[src/rtl/cplx_seq_core.sv]
// cplx_seq_core: complex ADD/SUB/MUL sequencer over a shared single-port synchronous memory.
// Latency: ADD/SUB 7 cycles, MUL 10 cycles, HALT 3 cycles (FETCH, DECODE, DONE).
// Backpressure: none; start is sampled only in IDLE and ignored while busy or in DONE.
//
// Build option: define CPX_SAT_EN to clamp out-of-range result components.
// Without it, the low DW bits are kept (wrap-around). ovf behaves the same in both builds.
//
// Parameters: DW component width (word = {re, im}, 2*DW bits); AW address width.
// The instruction fields must fit in a word: 2 + 3*AW <= 2*DW.
//
// Ports:
//   clk, rst          rising-edge clock, asynchronous active-high reset
//   start, start_pc   run request and first instruction address (IDLE only)
//   busy, done        busy from the cycle after start until DONE ends; done pulses in DONE
//   ovf               sticky overflow of any result component, cleared by start
//   pc_o              current program counter
//   mem_addr/we/wdata registered memory request; mem_we is high only in WB
//   mem_rdata         read data, valid the cycle after the address is presented
//
// Instruction word: op[2DW-1:2DW-2] (00 ADD, 01 SUB, 10 MUL, 11 HALT),
//   src1[3AW-1:2AW], src2[2AW-1:AW], dst[AW-1:0]; remaining bits ignored.
module cplx_seq_core #(
  parameter int DW = 8,
  parameter int AW = 4
) (
  input  logic            clk,
  input  logic            rst,
  input  logic            start,
  input  logic [AW-1:0]   start_pc,
  output logic            busy,
  output logic            done,
  output logic            ovf,
  output logic [AW-1:0]   pc_o,
  output logic [AW-1:0]   mem_addr,
  output logic            mem_we,
  output logic [2*DW-1:0] mem_wdata,
  input  logic [2*DW-1:0] mem_rdata
);

  localparam int WW   = 2 * DW;
  localparam int ACCW = 2 * DW + 1;

  localparam logic [1:0] OP_ADD  = 2'b00;
  localparam logic [1:0] OP_SUB  = 2'b01;
  localparam logic [1:0] OP_MUL  = 2'b10;
  localparam logic [1:0] OP_HALT = 2'b11;

  // Signed DW range limits, expressed at accumulator width.
  localparam logic signed [ACCW-1:0] RMAX = {{(ACCW-DW+1){1'b0}}, {(DW-1){1'b1}}};
  localparam logic signed [ACCW-1:0] RMIN = {{(ACCW-DW+1){1'b1}}, {(DW-1){1'b0}}};

  typedef enum logic [3:0] {
    S_IDLE,
    S_FETCH,
    S_DECODE,
    S_RDA,
    S_RDB,
    S_LATB,
    S_EX,
    S_WB,
    S_DONE
  } state_t;

  state_t                 state;
  state_t                 state_nxt;
  logic [AW-1:0]          pc;
  logic [AW-1:0]          mem_addr_nxt;
  logic [WW-1:0]          ir;
  logic [WW-1:0]          opa;
  logic [WW-1:0]          opb;
  logic signed [ACCW-1:0] acc_re;
  logic signed [ACCW-1:0] acc_im;
  logic [1:0]             ex_cnt;

  logic [1:0]             ir_op;
  logic signed [DW-1:0]   opa_re, opa_im, opb_re, opb_im;
  logic signed [DW-1:0]   mul_x, mul_y;
  logic signed [WW-1:0]   mul_x_ext, mul_y_ext, prod;
  logic signed [ACCW-1:0] prod_ext;
  logic [DW:0]            as_re, as_im;
  logic signed [ACCW-1:0] res_re, res_im;
  logic                   res_ovf;
  logic [WW-1:0]          res_word;
  logic                   unused_ir;

  assign ir_op  = ir[WW-1 -: 2];
  assign opa_re = opa[WW-1:DW];
  assign opa_im = opa[DW-1:0];
  assign opb_re = opb[WW-1:DW];
  assign opb_im = opb[DW-1:0];

  // Only op/src2/dst are consumed from IR; src1 is taken straight off the read bus.
  assign unused_ir = ^ir;

  // ------------------------------------------------------------------
  // Shared multiplier. With A = a+bi and B = c+di the four EX cycles
  // form a*c, b*d, a*d, b*c in that order.
  // ------------------------------------------------------------------
  always_comb begin
    mul_x = opa_re;
    mul_y = opb_re;
    case (ex_cnt)
      2'd0: begin mul_x = opa_re; mul_y = opb_re; end
      2'd1: begin mul_x = opa_im; mul_y = opb_im; end
      2'd2: begin mul_x = opa_re; mul_y = opb_im; end
      default: begin mul_x = opa_im; mul_y = opb_re; end
    endcase
  end

  assign mul_x_ext = {{DW{mul_x[DW-1]}}, mul_x};
  assign mul_y_ext = {{DW{mul_y[DW-1]}}, mul_y};
  assign prod      = mul_x_ext * mul_y_ext;
  assign prod_ext  = {prod[WW-1], prod};

  // ADD/SUB at DW+1 bits, which can never overflow itself.
  always_comb begin
    if (ir_op == OP_SUB) begin
      as_re = {opa_re[DW-1], opa_re} - {opb_re[DW-1], opb_re};
      as_im = {opa_im[DW-1], opa_im} - {opb_im[DW-1], opb_im};
    end else begin
      as_re = {opa_re[DW-1], opa_re} + {opb_re[DW-1], opb_re};
      as_im = {opa_im[DW-1], opa_im} + {opb_im[DW-1], opb_im};
    end
  end

  // Unreduced result seen on the last EX cycle. For MUL the real part is
  // already final; the imaginary part still needs the b*c term of EX3.
  always_comb begin
    res_re = acc_re;
    res_im = acc_im + prod_ext;
    if (ir_op != OP_MUL) begin
      res_re = {{(ACCW-DW-1){as_re[DW]}}, as_re};
      res_im = {{(ACCW-DW-1){as_im[DW]}}, as_im};
    end
  end

  function automatic logic out_of_range(input logic signed [ACCW-1:0] v);
    return (v > RMAX) || (v < RMIN);
  endfunction

  function automatic logic [DW-1:0] reduce(input logic signed [ACCW-1:0] v);
`ifdef CPX_SAT_EN
    if (v > RMAX) begin
      return RMAX[DW-1:0];
    end else if (v < RMIN) begin
      return RMIN[DW-1:0];
    end
`endif
    return v[DW-1:0];
  endfunction

  assign res_ovf  = out_of_range(res_re) || out_of_range(res_im);
  assign res_word = {reduce(res_re), reduce(res_im)};

  // ------------------------------------------------------------------
  // Next state and next memory address. mem_addr is a register, so the
  // address for a state is loaded on the edge that enters that state;
  // the read data then arrives one state later.
  // ------------------------------------------------------------------
  always_comb begin
    state_nxt    = state;
    mem_addr_nxt = mem_addr;
    unique case (state)
      S_IDLE: begin
        if (start) begin
          state_nxt    = S_FETCH;
          mem_addr_nxt = start_pc;
        end
      end
      S_FETCH: state_nxt = S_DECODE;
      S_DECODE: begin
        if (mem_rdata[WW-1 -: 2] == OP_HALT) begin
          state_nxt = S_DONE;
        end else begin
          state_nxt    = S_RDA;
          mem_addr_nxt = mem_rdata[3*AW-1 -: AW];
        end
      end
      S_RDA: begin
        state_nxt    = S_RDB;
        mem_addr_nxt = ir[2*AW-1 -: AW];
      end
      S_RDB:  state_nxt = S_LATB;
      S_LATB: state_nxt = S_EX;
      S_EX: begin
        if ((ir_op != OP_MUL) || (ex_cnt == 2'd3)) begin
          state_nxt    = S_WB;
          mem_addr_nxt = ir[AW-1:0];
        end
      end
      S_WB: begin
        state_nxt    = S_FETCH;
        mem_addr_nxt = pc + 1'b1;
      end
      S_DONE:  state_nxt = S_IDLE;
      default: state_nxt = S_IDLE;
    endcase
  end

  // ------------------------------------------------------------------
  // State and datapath registers.
  // ------------------------------------------------------------------
  always_ff @(posedge clk or posedge rst) begin
    if (rst) begin
      state     <= S_IDLE;
      pc        <= '0;
      ir        <= '0;
      opa       <= '0;
      opb       <= '0;
      acc_re    <= '0;
      acc_im    <= '0;
      ex_cnt    <= '0;
      busy      <= 1'b0;
      ovf       <= 1'b0;
      mem_addr  <= '0;
      mem_we    <= 1'b0;
      mem_wdata <= '0;
    end else begin
      state    <= state_nxt;
      mem_addr <= mem_addr_nxt;
      // WB lasts exactly one cycle, so this yields a single write strobe.
      mem_we   <= (state_nxt == S_WB);

      case (state)
        S_IDLE: begin
          if (start) begin
            pc   <= start_pc;
            ovf  <= 1'b0;
            busy <= 1'b1;
          end
        end
        S_DECODE: ir  <= mem_rdata;
        S_RDB:    opa <= mem_rdata;
        S_LATB: begin
          opb    <= mem_rdata;
          ex_cnt <= 2'd0;
        end
        S_EX: begin
          ex_cnt <= ex_cnt + 2'd1;
          if (ir_op == OP_MUL) begin
            case (ex_cnt)
              2'd0:    acc_re <= prod_ext;
              2'd1:    acc_re <= acc_re - prod_ext;
              2'd2:    acc_im <= prod_ext;
              default: acc_im <= acc_im + prod_ext;
            endcase
          end
          if (state_nxt == S_WB) begin
            mem_wdata <= res_word;
            if (res_ovf) begin
              ovf <= 1'b1;
            end
          end
        end
        S_WB:   pc   <= pc + 1'b1;
        S_DONE: busy <= 1'b0;
        default: ;
      endcase
    end
  end

  assign done = (state == S_DONE);
  assign pc_o = pc;

endmodule
[config.mk]
export PLATFORM = sky130hd
export DESIGN_NAME = cplx_seq_core
export DESIGN_NICKNAME = d
export VERILOG_FILES = /design/src/rtl/cplx_seq_core.sv
export SDC_FILE = /design/constraint.sdc
export NUM_CORES = 1
export LEC_CHECK = 0
export CAP_MARGIN = 20
export CORE_MARGIN = 8
export CORE_UTILIZATION = 35
export DETAILED_ROUTE_END_ITERATION = 6
export DONT_BUFFER_PORTS = 1
export GPL_TIMING_DRIVEN = 0
export PLACE_DENSITY = 0.6
export SYNTH_ARGS = -nofsm -noshare
export SYNTH_HDL_FRONTEND = slang
export SYNTH_SLANG_ARGS = --single-unit
[constraint.sdc]
create_clock -name clk -period 8.05 [get_ports clk]
set_input_delay 0 -clock clk [delete_from_list [all_inputs] [get_ports clk]]
set_output_delay 0 -clock clk [all_outputs]
set_load 0.02 [all_outputs]
# Yosys cells after proc, flatten, opt, wreduce, memory -nomap -nowiden

Cells that the tools add are included.

Register bits after elaboration: 115
Word-level logic and storage cells: 94

$add $sub $neg: 8
Multipliers: 1
$lt $le $gt $ge: 4
Eq/ne operators: 21
Muxes and demuxes: 24
Bitwise operators: 1
Reductions and logical operators: 22

Operators with widths:

| cell                                                | number |
|---|---|
| one-hot mux 17 bit (2 select lines)                 | 2 |
| > comparator 17 x 8 -> 1 bit, second input constant | 2 |
| < comparator 17 x 8 -> 1 bit, second input constant | 2 |
| two-way mux 17 bit                                  | 2 |
| one-hot mux 4 bit (8 select lines)                  | 1 |
| two-way mux 4 bit                                   | 6 |
| == test 4 x 3 -> 1 bit, second input constant       | 5 |
| one-hot mux 4 bit (5 select lines)                  | 1 |
| adder 8 x 8 -> 9 bit                                | 2 |
| two-way mux 9 bit                                   | 2 |
| subtractor 8 x 8 -> 9 bit                           | 2 |
| adder 17 x 16 -> 17 bit                             | 1 |
| subtractor 17 x 16 -> 17 bit                        | 1 |
| multiplier 8 x 8 -> 16 bit                          | 1 |
| two-way mux 8 bit                                   | 2 |
| inequality test 2 bit, second input constant        | 6 |
| nonzero test 2 bit                                  | 5 |
| == test 2 bit, second input constant                | 4 |
| == test 4 x 2 -> 1 bit, second input constant       | 2 |
| one-hot mux 4 bit (2 select lines)                  | 1 |
| AND reduction 4 bit                                 | 2 |
| AND reduction 2 bit                                 | 3 |
| AND reduction 3 bit                                 | 2 |
| OR reduction 2 bit                                  | 3 |
| 13 further kinds                                    | 21 |

# Depth between registers and ports, before layout

Gate-level depths: netlist of run 1.

Depth in word-level cells: 12
Depth in mapped cells: 35
Depth with buffers taken out: 34

# Worst setup path before layout of run 1

No wires, ideal clock.

Kind: register to register
Start: register ex_cnt[0]
End: register ovf
Arrival: 7.681 ns
Path slack: 0.247 ns
Stages on the path, launching flop included: 29
Cell sequence: dfrtp_1 > inv_1 > ha_1 > nor2_1 > clkbuf_1 > mux2i_1 > or2_2 > fa_1 > fa_1 > fa_1 > fa_1 > inv_1 > ha_1 > nor2b_1 > o21ai_0 > a21oi_1 > o21ai_0 > a21boi_0 > o21a_1 > or3_1 > and2_1 > ha_1 > or2_2 > or3_1 > o21a_4 > o311ai_4 > mux2i_1 > a2111o_1 > a32o_1

Longest elaborated chain between the ends: 11
Elaborated cells on any way between the ends: 22
Those cells by class: add/sub: 1; mul: 1; order compare: 2; eq/ne: 6; mux: 5; reduce/logical: 7

RTL lines:

| item                                                                         | RTL line | source |
|---|---|---|
| start, declared                                                              | 73       | `logic [1:0] ex_cnt;` |
| start signal, assigned                                                       | 239      | `ex_cnt <= ex_cnt + 2'd1;` |
| == test 2 bit, or another cell as far along                                  | 102      | `case (ex_cnt)` |
| OR reduction 2 bit (no source line)                                          | n/a      |  |
| two-way mux 8 bit                                                            | 102      |  |
| multiplier 8 x 8 -> 16 bit                                                   | 112      | `assign prod = mul_x_ext * mul_y_ext;` |
| adder 17 x 16 -> 17 bit                                                      | 130      | `res_im = acc_im + prod_ext;` |
| two-way mux 17 bit                                                           | 131      | `if (ir_op != OP_MUL) begin` |
| > comparator 17 x 8 -> 1 bit or < comparator 17 x 8 -> 1 bit (tied branches) | 138      | `return (v > RMAX) \|\| (v < RMIN);` |
| logical OR 1 bit                                                             | 138      |  |
| logical OR 1 bit                                                             | 152      | `assign res_ovf = out_of_range(res_re) \|\| out_of_range(res_im);` |
| inequality test 2 bit (no source line)                                       | n/a      |  |
| AND reduction 4 bit (no source line) (*)                                     | n/a      |  |
| end signal, assigned                                                         | 214      | `ovf <= 1'b0;` |
| end signal, assigned                                                         | 228      | `ovf <= 1'b0;` |
| end signal, assigned                                                         | 251      | `ovf <= 1'b1;` |
| end, declared                                                                | 32       | `output logic ovf,` |

Mark *: on every way between the ends. The rest lies on a longest branch, timed or not.
A chain may end at the register's enable or synchronous reset.

# Final worst setup path of run 1

Start: register ex_cnt[1]
End: register ovf

The elaborated chain is that of the path after synthesis.

==> results of run 1 <==
==> worst max-delay path: cells and delay by family, from the launching register on <==
family	cells	cell delay, ps
adder cells (fa/ha/maj)	7	2590
AO/OA/AOI/OAI	8	1820
AND/OR/NAND/NOR	6	1470
buffers and inverters	8	850
multiplexers	2	480
flip-flops	1	400
==> sequential cells by signal, summed over array words and instances (netlist names) <==
register and count:
mem_addr 4, ovf 1, mem_wdata 16, pc_o 4
ex_cnt 2, busy 1, mem_we 1, ir 10
opb 16, state 4, opa 16, acc_re 17
acc_im 17
==> synthesized netlist by cell type, drive strengths merged, types with 32 or more instances <==
library cell and instances:
xnor2 46, o21ai 81, dfrtp 109, nand2 101, inv 136, mux2 42, clkbuf 33, nor3 32
nor2 125, fa 59, ha 85, a21oi 72
==> worst paths after layout <==
path / to / slack (ps) / cells after the start
setup / recovery: ovf / 280 / 31
hold / removal: acc_im[3] / 100 / 2
max in group asynchronous: opa[13] / 7220 / 3
min in group clk: pc_o[0] / 180 / 2
hold reg to reg: acc_im[10] / 490 / 2
setup reg to reg: ovf / 280 / 31
==> final cells by class <==
cell class	count	area, um2	share of cell area
Buffer	35	160	0.0137
Clock buffer	12	246	0.0211
Clock inverter	4	55.1	0.00472
Inverter	138	523	0.0448
Multi-Input combinational cell	905	7110	0.610
Sequential cell	109	2730	0.234
Tap cell	384	480	0.0412
Timing Repair Buffer	39	362	0.0310
==> metrics by stage <==
step | cell area, um2 | hold slack [ps] | utilization | std cells | TNS, ps
final | 11700 | 103 | 0.405 | 1626 | 0
after detailed placement | 10800 | -141 | 0.374 | 1573 | -2370
after floorplan | 10300 | 117 | - | 1188 | 0
after global placement | 10700 | 122 | 0.373 | 1572 | -2060
after CTS | 11500 | 106 | 0.400 | 1615 | 0
after global routing | 11700 | 138 | 0.405 | 1626 | 0
==> routing by layer <==
layer | wire, um | global-route usage | vias up
met1 | 13000 | 0.213 | 4193
met5 | 0 | 0 | -
met2 | 13700 | 0.273 | 173
met4 | 336 | 0.0379 | 0
li1 | - | - | 4155
met3 | 1420 | 0.0267 | 22
==> cells by family (layout without fill, tap and decap cells) <==
logic type,count (synthesis),after routing
multiplexers,70,70
AND/OR/NAND/NOR,377,377
adder cells (fa/ha/maj),144,144
XOR/XNOR,64,64
flip-flops,109,109
buffers and inverters,174,228
AO/OA/AOI/OAI,250,250
==> timing repair <==
item | in CTS | in global routing
resized for setup | 40 | 22
buffers inserted | 4 | 10
pin swaps | 2 | 7
hold buffers | 22 | 0
endpoints found under the setup margin | 7 | 2
hold endpoints to repair | 162 | 0
==> impl_results.md, run 1 <==
- Outcome: completed
- Synth Flop Type: dfrtp_1
- Die width: 187 um
- Minimum clock period: 7770 ps
- Max FO, Critical Path: 6
- Drt initial violations: 486
- Mux cell area share after synthesis: 0.0735
- Max clock buf depth: 2
- Worst-skew pair later-pin latency: 370 ps
- Initial antenna violation count: 0
- Global-route wire length before repair: 46.2 mm
- Commonest cells after routing, fill and taps aside: inv_1 (133), nor2_1 (124), dfrtp_1 (109)
- Via density: 5.25
- CTS tree: built
- Most common cell after layout, fill and taps aside: inv_1
- Final Hold Vio Count: 0
- Filler cell count in the final layout: 2,879
- Final wirelength: 28.4 mm
- DR vias: 8,543
- Crit path from: ex_cnt[1]
- Fraction of registers with async set/reset: 1.00
- Share of layout cells above drive strength 1: 0.0998
- Antenna diodes: 0
- Post-synthesis adder-cell area fraction: 0.219
- Crit start category: flip-flop
- Post-DRT Antenna Nets: 0
- Worst min path class: input pin to async pin
- Ranking of synthesized cells by area: dfrtp_1 (27%), fa_1 (12%), ha_1 (10%)
- Syn_nets: 1,355
- Clock Pin Slew Worst Setup and Hold Paths: 80 ps
- Seq/Total Area, Yosys: 0.266
- Gp weighted congestion: 0.892
- Setup Viol. Count Final: 0
- Yosys top cell by area: dfrtp_1
- Max cap viols: 0
- Worst EP arrival: 8020 ps
- RSZ-0062 raised after global routing: no
- Vias in the first global route: 8,547
- Top Ports: 51
- Total CTS buffers: 9
- Period utilisation layout: 0.965
- CTS H-tree depth: 3
- Root buf cell: clkbuf_16
- Compound-Gate Fraction of Synth Area: 0.152
- Critical path class: flip-flop to flip-flop
- Clock skew: 13.6 ps
- Largest net degree at the start of global routing: 79
- Post-Syn Area: 10,300 um2
- Slew HR: 0.307
- Largest stage delay, worst path: 540 ps
- Synth cell types: 63
- Post-synth EDFFs: 0
- Drt drc: 0
- RR Startpoint: ex_cnt[1]
- Dpl ws: -987 ps
- Fmax: 129 MHz
- Yosys warns: 0
- Clk sinks: 109
- Final nets: 1,404
- Detailed Routing Iterations Pass 1: 5
- CP max stage cell: fa_1
- Initial Utilization: 0.356
- I/O Buffers: 0
- Die Y: 187 um
- WL/cell: 17.5 um
- Yosys reg bits: 109
- Core Area: 28,800 um2
- Grt ovf: 0
- Die area: 35,000 um2
- Synth Area in Simple Gates: 0.171
- Largest family of logic cells by synthesized area: adder cells
- Cells after Synth: 1,188
- Setup ws final: 283 ps
- Critical Path End Type: flip-flop
- Slew of the pin with the lowest slew margin: 1040 ps
- Cell Rows: 62
- Top cell type's share of synthesized area: 0.266
- Dpl hpwl: 22.5 mm
- All-Layer GR Usage: 0.162
- Final Slew Violations: 0
- Post-synthesis xor/xnor area fraction: 0.0547
- Required @ worst endpoint: 8310 ps
- P&R area growth vs syn: 13.8%
- Syn Area/Cell: 8.63 um2
Power of run 1 is not shown: default switching activity piles up to over one toggle a cycle in this logic, so the estimate is an artifact.
==> inputs of run 2 (changes only) <==
Settings changed: CORE_UTILIZATION 35 to 55, PLACE_DENSITY 0.6 to 0.82.
==> impl_results.md, run 2 (synthesized netlist as in run 1, its figures left out) <==
- Minimum clock period: 7770 ps
- Reg area: 2730 um2
- Share of layout cells above drive strength 1: 0.0954
- Final instance area: 11,400 um2
- Die area: 23,300 um2
- Top Registers: acc_im: 17 flops, acc_re: 17 flops
- Die Y: 153 um
- Total CTS buffers: 9
- Vias in the first global route: 9,116
- Dpl hpwl: 20.9 mm
- Delay-heaviest family, CP: adder cells
- All-Layer GR Usage: 0.236
- Area of the multi-input gates: 7090 um2
- Antenna diodes: 0
- Critical path class: flip-flop to flip-flop
- Drt drc: 0
- Commonest cells after routing, fill and taps aside: inv_1 (134), nor2_1 (124), dfrtp_1 (108)
- Clk sinks: 109
- Largest net degree at the start of global routing: 64
- Max FO, Critical Path: 10
- Clock Pin Slew Worst Setup and Hold Paths: 80 ps
- Fmax: 129 MHz
- Crit path buffers/inverters: 6
- CP max stage cell: fa_1
- Max clock buf depth: 2
- CTS H-tree depth: 3
- Final TNS setup: 0 ps
- Initial Utilization: 0.554
- Outcome: completed
- Slew of the pin with the lowest slew margin: 949 ps
- Crit start category: flip-flop
- Placed cell area: 10,600 um2
- WHS: 144 ps
- P&R area growth vs syn: 11.5%
- Final Slew Violations: 0
- Root buf cell: clkbuf_16
- Grt ovf: 0
- Period utilisation layout: 0.966
- Clock skew: 14.2 ps
- Top Ports: 51
- Final wirelength: 28.1 mm
- Global-route wire length before repair: 45.0 mm
- Required @ worst endpoint: 8310 ps
- R2R Setup Slk: 280 ps
- Core Area: 18,500 um2
- Setup Viol. Count Final: 0
- Cell Rows: 50
- Final Util: 0.617
- Most common cell after layout, fill and taps aside: inv_1
- Gp weighted congestion: 0.927
- CTS tree: built
- DR vias: 9,093
- Worst min path class: input pin to flip-flop
- Final nets: 1,399
- Detailed Routing Iterations Pass 1: 6
- Final Hold Vio Count: 0
- Max cap viols: 0
- I/O Buffers: 0
- Via density: 6.18
- Largest stage delay, worst path: 540 ps
- Slew HR: 0.364
- Initial antenna violation count: 0
- Drt initial violations: 949
- WL/cell: 19.1 um
- Die width: 153 um
- Critical Path End Type: flip-flop
- Post-DRT Antenna Nets: 0
- Worst EP arrival: 8040 ps
- Filler cell count in the final layout: 1,514
- Worst-skew pair later-pin latency: 370 ps
==> run 2: cell count changes in the layout (fill, tap and decap cells not counted), sizes merged <==
cell | before | now
buf | 21 | 16
clkbuf | 43 | 40
clkinv | 3 | 5
clkinvlp | 1 | 0
inv | 137 | 139
==> run 2: what timing repair did <==
action,in CTS,in global routing
pin swaps,1,2
hold buffers,22,0
setup endpoints to repair,5,3
buffers inserted,2,7
gates resized for setup,28,26
hold endpoints to repair,99,0
==> run 2: worst paths after layout <==
kind,start,cells after the start,end
min,start,2,pc_o[0]
max in group asynchronous,rst,3,opb[5]
max,ex_cnt[1],29,ovf
min reg2reg,acc_im[7],2,acc_im[7]
max reg2reg,ex_cnt[1],29,ovf
min in group asynchronous,rst,2,acc_re[5]
==> run 2: worst register-to-register path, delay by kind of cell (launching register included) <==
family	cells	cell delay (ps)
adder cells (fa/ha/maj)	7	2700
AO/OA/AOI/OAI	9	1970
AND/OR/NAND/NOR	5	1370
buffers and inverters	6	690
multiplexers	2	510
flip-flops	1	420
==> run 2: cell type report <==
type	count	share of cell area
flip-flops and latches	109	0.239
well taps	234	0.0256
clock buffers	9	0.0197
clock inverters	7	0.00788
plain buffers	35	0.0136
inverters	138	0.0456
repair buffers	34	0.0284
multi-input cells	905	0.620
==> run 2: layer usage <==
metal	GRT usage	wire (um)	vias up
met5	0	0	-
met1	0.281	11100	4370
met4	0.118	1240	0
met2	0.396	13500	447
li1	-	-	4157
met3	0.0528	2290	119
==> run 2: metrics by stage <==
step / std cells / worst slack [ps]
after floorplan: 1188 / 247
after global placement: 1422 / -743
after detailed placement: 1423 / -811
after CTS: 1463 / 12.5
after global routing: 1471 / -55.0
final: 1471 / 275
Power of run 2 is left out for the same reason.
